[config.mk]
export PLATFORM = sky130hd
export DESIGN_NAME = branch_pc_unit
export DESIGN_NICKNAME = d
export VERILOG_FILES = /design/src/rtl/branch_pc_unit.sv
export SDC_FILE = /design/constraint.sdc
export NUM_CORES = 1
export LEC_CHECK = 0
export BUFFER_PORTS_ARGS = -buffer_cell sky130_fd_sc_hd__buf_2
export CAP_MARGIN = 30
export CORE_MARGIN = 2
export CORE_UTILIZATION = 54
export CTS_BUF_LIST = sky130_fd_sc_hd__clkbuf_8
export CTS_CLUSTER_DIAMETER = 120
export DETAILED_ROUTE_END_ITERATION = 10
export PLACE_DENSITY = 0.88
export SYNTH_ARGS = -nofsm -noshare
export SYNTH_HDL_FRONTEND = slang
export SYNTH_SLANG_ARGS = --single-unit
export TNS_END_PERCENT = 30
[constraint.sdc]
create_clock -name CLK -period 3.1 [get_ports CLK]
set_clock_uncertainty 0.15 [all_clocks]
set_input_delay 0.155 -clock CLK [delete_from_list [all_inputs] [get_ports CLK]]
set_output_delay 0.155 -clock CLK [all_outputs]
set_load 0.01 [all_outputs]
[src/rtl/branch_pc_unit.sv]
// PC sequencer sitting in front of the ALU: run/halt control, branch resolution
// against the previous compare's flags, one bubble per taken branch, retired-instruction count.
module branch_pc_unit #(
    parameter int PC_W  = 10,
    parameter int OFF_W = 6,
    parameter int CNT_W = 16
) (
    input  logic             CLK,
    input  logic             Reset,
    input  logic             start_i,
    input  logic             halt_i,
    input  logic [3:0]       opcode_i,
    input  logic [OFF_W-1:0] offset_i,
    input  logic             alu_zero_i,
    input  logic             alu_neg_i,
    output logic [PC_W-1:0]  pc_o,
    output logic             fetch_valid_o,
    output logic             taken_o,
    output logic             done_o,
    output logic [CNT_W-1:0] retired_o
);

    localparam logic [3:0] OP_KB   = 4'b1010;
    localparam logic [3:0] OP_KBEQ = 4'b1011;
    localparam logic [3:0] OP_KBLT = 4'b1100;
    localparam logic [3:0] OP_KBGE = 4'b1101;
    localparam logic [3:0] OP_KBGT = 4'b1111;

    typedef enum logic [1:0] {
        S_IDLE,
        S_RUN,
        S_FLUSH,
        S_HALT
    } state_t;

    state_t           state_q;
    logic [PC_W-1:0]  pc_q;
    logic [CNT_W-1:0] retired_q;
    logic             fetch_valid_q;
    logic             done_q;

    logic             cond_hit;
    logic [PC_W-1:0]  off_ext;
    logic [PC_W-1:0]  target_d;
    logic [PC_W-1:0]  pc_inc_d;
    logic [CNT_W-1:0] retired_inc_d;

    // Condition evaluation; non-branch opcodes (incl. the undefined 1110) never hit.
    always_comb begin
        cond_hit = 1'b0;
        unique case (opcode_i)
            OP_KB:   cond_hit = 1'b1;
            OP_KBEQ: cond_hit = alu_zero_i;
            OP_KBLT: cond_hit = alu_neg_i;
            OP_KBGE: cond_hit = !alu_neg_i;
            OP_KBGT: cond_hit = !alu_neg_i && !alu_zero_i;
            default: cond_hit = 1'b0;
        endcase
    end

    assign off_ext       = PC_W'($signed(offset_i));
    assign target_d      = pc_q + off_ext;
    assign pc_inc_d      = pc_q + PC_W'(1);
    // Counter sticks at all-ones rather than wrapping.
    assign retired_inc_d = (retired_q == '1) ? retired_q : retired_q + CNT_W'(1);

    // Halt outranks a branch in the same instruction.
    assign taken_o = fetch_valid_q && !halt_i && cond_hit;

    always_ff @(posedge CLK) begin
        if (Reset) begin
            state_q       <= S_IDLE;
            pc_q          <= '0;
            retired_q     <= '0;
            fetch_valid_q <= 1'b0;
            done_q        <= 1'b0;
        end else begin
            unique case (state_q)
                S_IDLE, S_HALT: begin
                    if (start_i) begin
                        state_q       <= S_RUN;
                        pc_q          <= '0;
                        retired_q     <= '0;
                        fetch_valid_q <= 1'b1;
                        done_q        <= 1'b0;
                    end
                end
                S_RUN: begin
                    retired_q <= retired_inc_d;
                    if (halt_i) begin
                        state_q       <= S_HALT;
                        fetch_valid_q <= 1'b0;
                        done_q        <= 1'b1;
                    end else if (cond_hit) begin
                        state_q       <= S_FLUSH;
                        pc_q          <= target_d;
                        fetch_valid_q <= 1'b0;
                    end else begin
                        pc_q <= pc_inc_d;
                    end
                end
                S_FLUSH: begin
                    state_q       <= S_RUN;
                    fetch_valid_q <= 1'b1;
                end
                default: begin
                    state_q       <= S_IDLE;
                    fetch_valid_q <= 1'b0;
                    done_q        <= 1'b0;
                end
            endcase
        end
    end

    assign pc_o          = pc_q;
    assign fetch_valid_o = fetch_valid_q;
    assign done_o        = done_q;
    assign retired_o     = retired_q;

endmodule

==> impl_metrics.toml <==
[global_routing]
grt_max_degree = 15
first_global_vias = 1534
grt_pass1_wl_um = 6560
grt-ovfl-total = 0
grt_usage_pct = 23.1
grt_antenna_before_repair = 0

[cts]
tritoncts = "built"
cts_buffer_depth = 2
insertion_delay_ns = 0.28
clkSinkCount = 30
cts_buffers = 5
cts_root_buf = "clkbuf_8"
cts.reportedPaths.clkPinSlew_ns = 0.07
cts_setup_buffers = 0
hold_buffers = 0
htree_levels = 2
post_cts_resized = 0

[yosys]
synth_seq_area_share_pct = 33.4
async_flop_share_pct = 0
yosys_most_used_dff = "dfxtp_1"
synth.cell_area_um2 = 1800
ys_warn_count = 0
ys_types = 50
avgSynthCellArea_um2 = 8.64
syn_nets = 236
ys_seq_elements = 30
synth_edf_count = 0
syn_inst = 208

[sta]
period_share_pct = 86.1
rsz0062_at_grt = "false"
finalWorstSetupSlack_ns = 0.431
holdWs_ns = 0.0675
setup_viol = 0
worst_pin_slew_ns = 0.624
finalHoldViolCount = 0
slew_violations = 0
fmax_ghz = 0.375
slew_headroom_pct = 58.2
fin_crit_ns = 2.67
fin_setup_tns_ns = 0

[setup_path]
crit_buf_inv = 2
path_cells = "buf_2 -> nor4bb_1 -> a31oi_1 -> a21boi_2 -> nand2b_1 -> ha_1 -> inv_1 -> fa_1 -> nor2b_1 -> o21ai_0 -> a21oi_1 -> o21a_1 -> or3_1 -> a32o_1"
cp_top_family = "compound AO/OA/AOI/OAI gates"
crit_arrival_ns = 2.69
cp-end-kind = "flop"
worst_path_max_delay_cell = "a21boi_2"
crit_fanout = 8
crit_type = "primary input to flop"
critPathRequiredTime_ns = 3.12
cp-start-kind = "primary input"
critPathMaxStageDelay_ns = 0.32

[cells_and_area]
final_area_um2 = 2140
layout_common_cells = "buf_2 (44), nor2_1 (30), dfxtp_1 (30)"
register_area_um2 = 601
area_delta_synth_final_pct = 19.4
multiInputGateArea_um2 = 1130
n_antenna_cell = 0
fin_util_pct = 69.1
layout-drive-gt1-share_pct = 24.8
fill_cells = 287
layout_commonest_cell = "buf_2"
final_nets = 285

[detailed_routing]
drc = 0
wl_per_cell_um = 12.5
drtPass1Iterations = 4
wl_um = 3790
num_vias = 1648
ant_nets = 0
viasPerCell = 5.46
first_iter_violations = 46

[placement]
place.gp.congestion = 0.867
dpl_cell_area_um2 = 2050
portBuffers = 44
dp_slack_ns = 0.143
hpwl_um = 2850

[die]
die-width_um = 61.7
rows = 20
start_util_pct = 57.9
coreArea_um2 = 3100
ios = 45
fp.dieArea_um2 = 3800
die_y_um = 61.7

[hold_path]
hp-class = "primary input to flop"

[power]
power.density_nw_per_um2 = 406
p_leak_nw = 0.995
ir_drop_mv = 0.332

[flow_run]
cap_violations = 0

[outcome]
status = "complete, no violations"
[where the power goes]
part	internal, W	leakage (nW)	total (W)	switching [W]
Combinational	0.0000588	0.700	0.000151	0.0000920
Sequential	0.000397	0.243	0.000406	0.00000909
Clock	0.000175	0.0524	0.000314	0.000139
[cells in the mapped netlist (2+ instances only)]
cell	number	area [um^2]
xnor2_1	7	61.3
nand3_1	9	45.0
o21bai_1	2	15.0
inv_1	8	30.0
and2_1	5	31.3
and3_1	3	18.8
xor2_1	13	114
nand2_1	13	48.8
a22o_1	2	17.5
nor2b_1	6	37.5
o21ai_0	5	25.0
a211oi_1	2	15.0
dfxtp_1	30	601
o22ai_1	2	12.5
or4_1	2	15.0
a21oi_1	12	60.1
nor2_1	30	113
and3_2	3	22.5
nand4_1	4	25.0
nand2b_1	6	37.5
a22oi_1	4	30.0
o21a_1	2	15.0
ha_1	11	138
[per-stage QoR]
step           total power [W]  std cells
6_report              0.000871        302
4_1_cts               0.000878        302
5_1_grt               0.000918        302
3_3_place_gp          0.000555        293
2_1_floorplan         0.000525        208
3_5_place_dp          0.000563        294
[cells by family after synthesis]
group	synth area share, %
XOR/XNOR	9.75
flip-flops	33.4
multiplexers	0.557
AND/OR/NAND/NOR	28.2
adder cells (fa/ha/maj)	8.77
AO/OA/AOI/OAI	15.7
buffers and inverters	3.55
[flip-flops by register name, summed over array words and instances, names as in the netlist]
name           flops
retired_o         16
pc_o              10
fetch_valid_o      1
done_o             1
state_q            2
[per-layer routing]
layer	GRT usage [%]	wire, um	up-vias
met2	38.0	1780	33
met4	6.69	52	0
met1	29.8	1790	777
met3	5.67	159	7
li1	-	-	831
met5	0	0	-
[worst paths after layout]
check / start / endpoint / slack, ns / depth (start not counted)
setup reg to reg: pc_o[0] / pc_o[6] / 0.83 / 9
hold reg to reg: pc_o[9] / pc_o[9] / 0.32 / 2
setup / recovery: opcode_i[1] / pc_o[6] / 0.43 / 14
hold / removal: Reset / pc_o[3] / 0.07 / 2
[cell type report]
cell class / count / area share (%)
flip-flops and latches: 30 / 28.0
clock inverters: 2 / 0.408
repair buffers: 46 / 11.0
multi-input cells: 166 / 52.8
clock buffers: 6 / 3.85
inverters: 8 / 1.40
well taps: 44 / 2.57
Power figures use the tool's default switching activity.
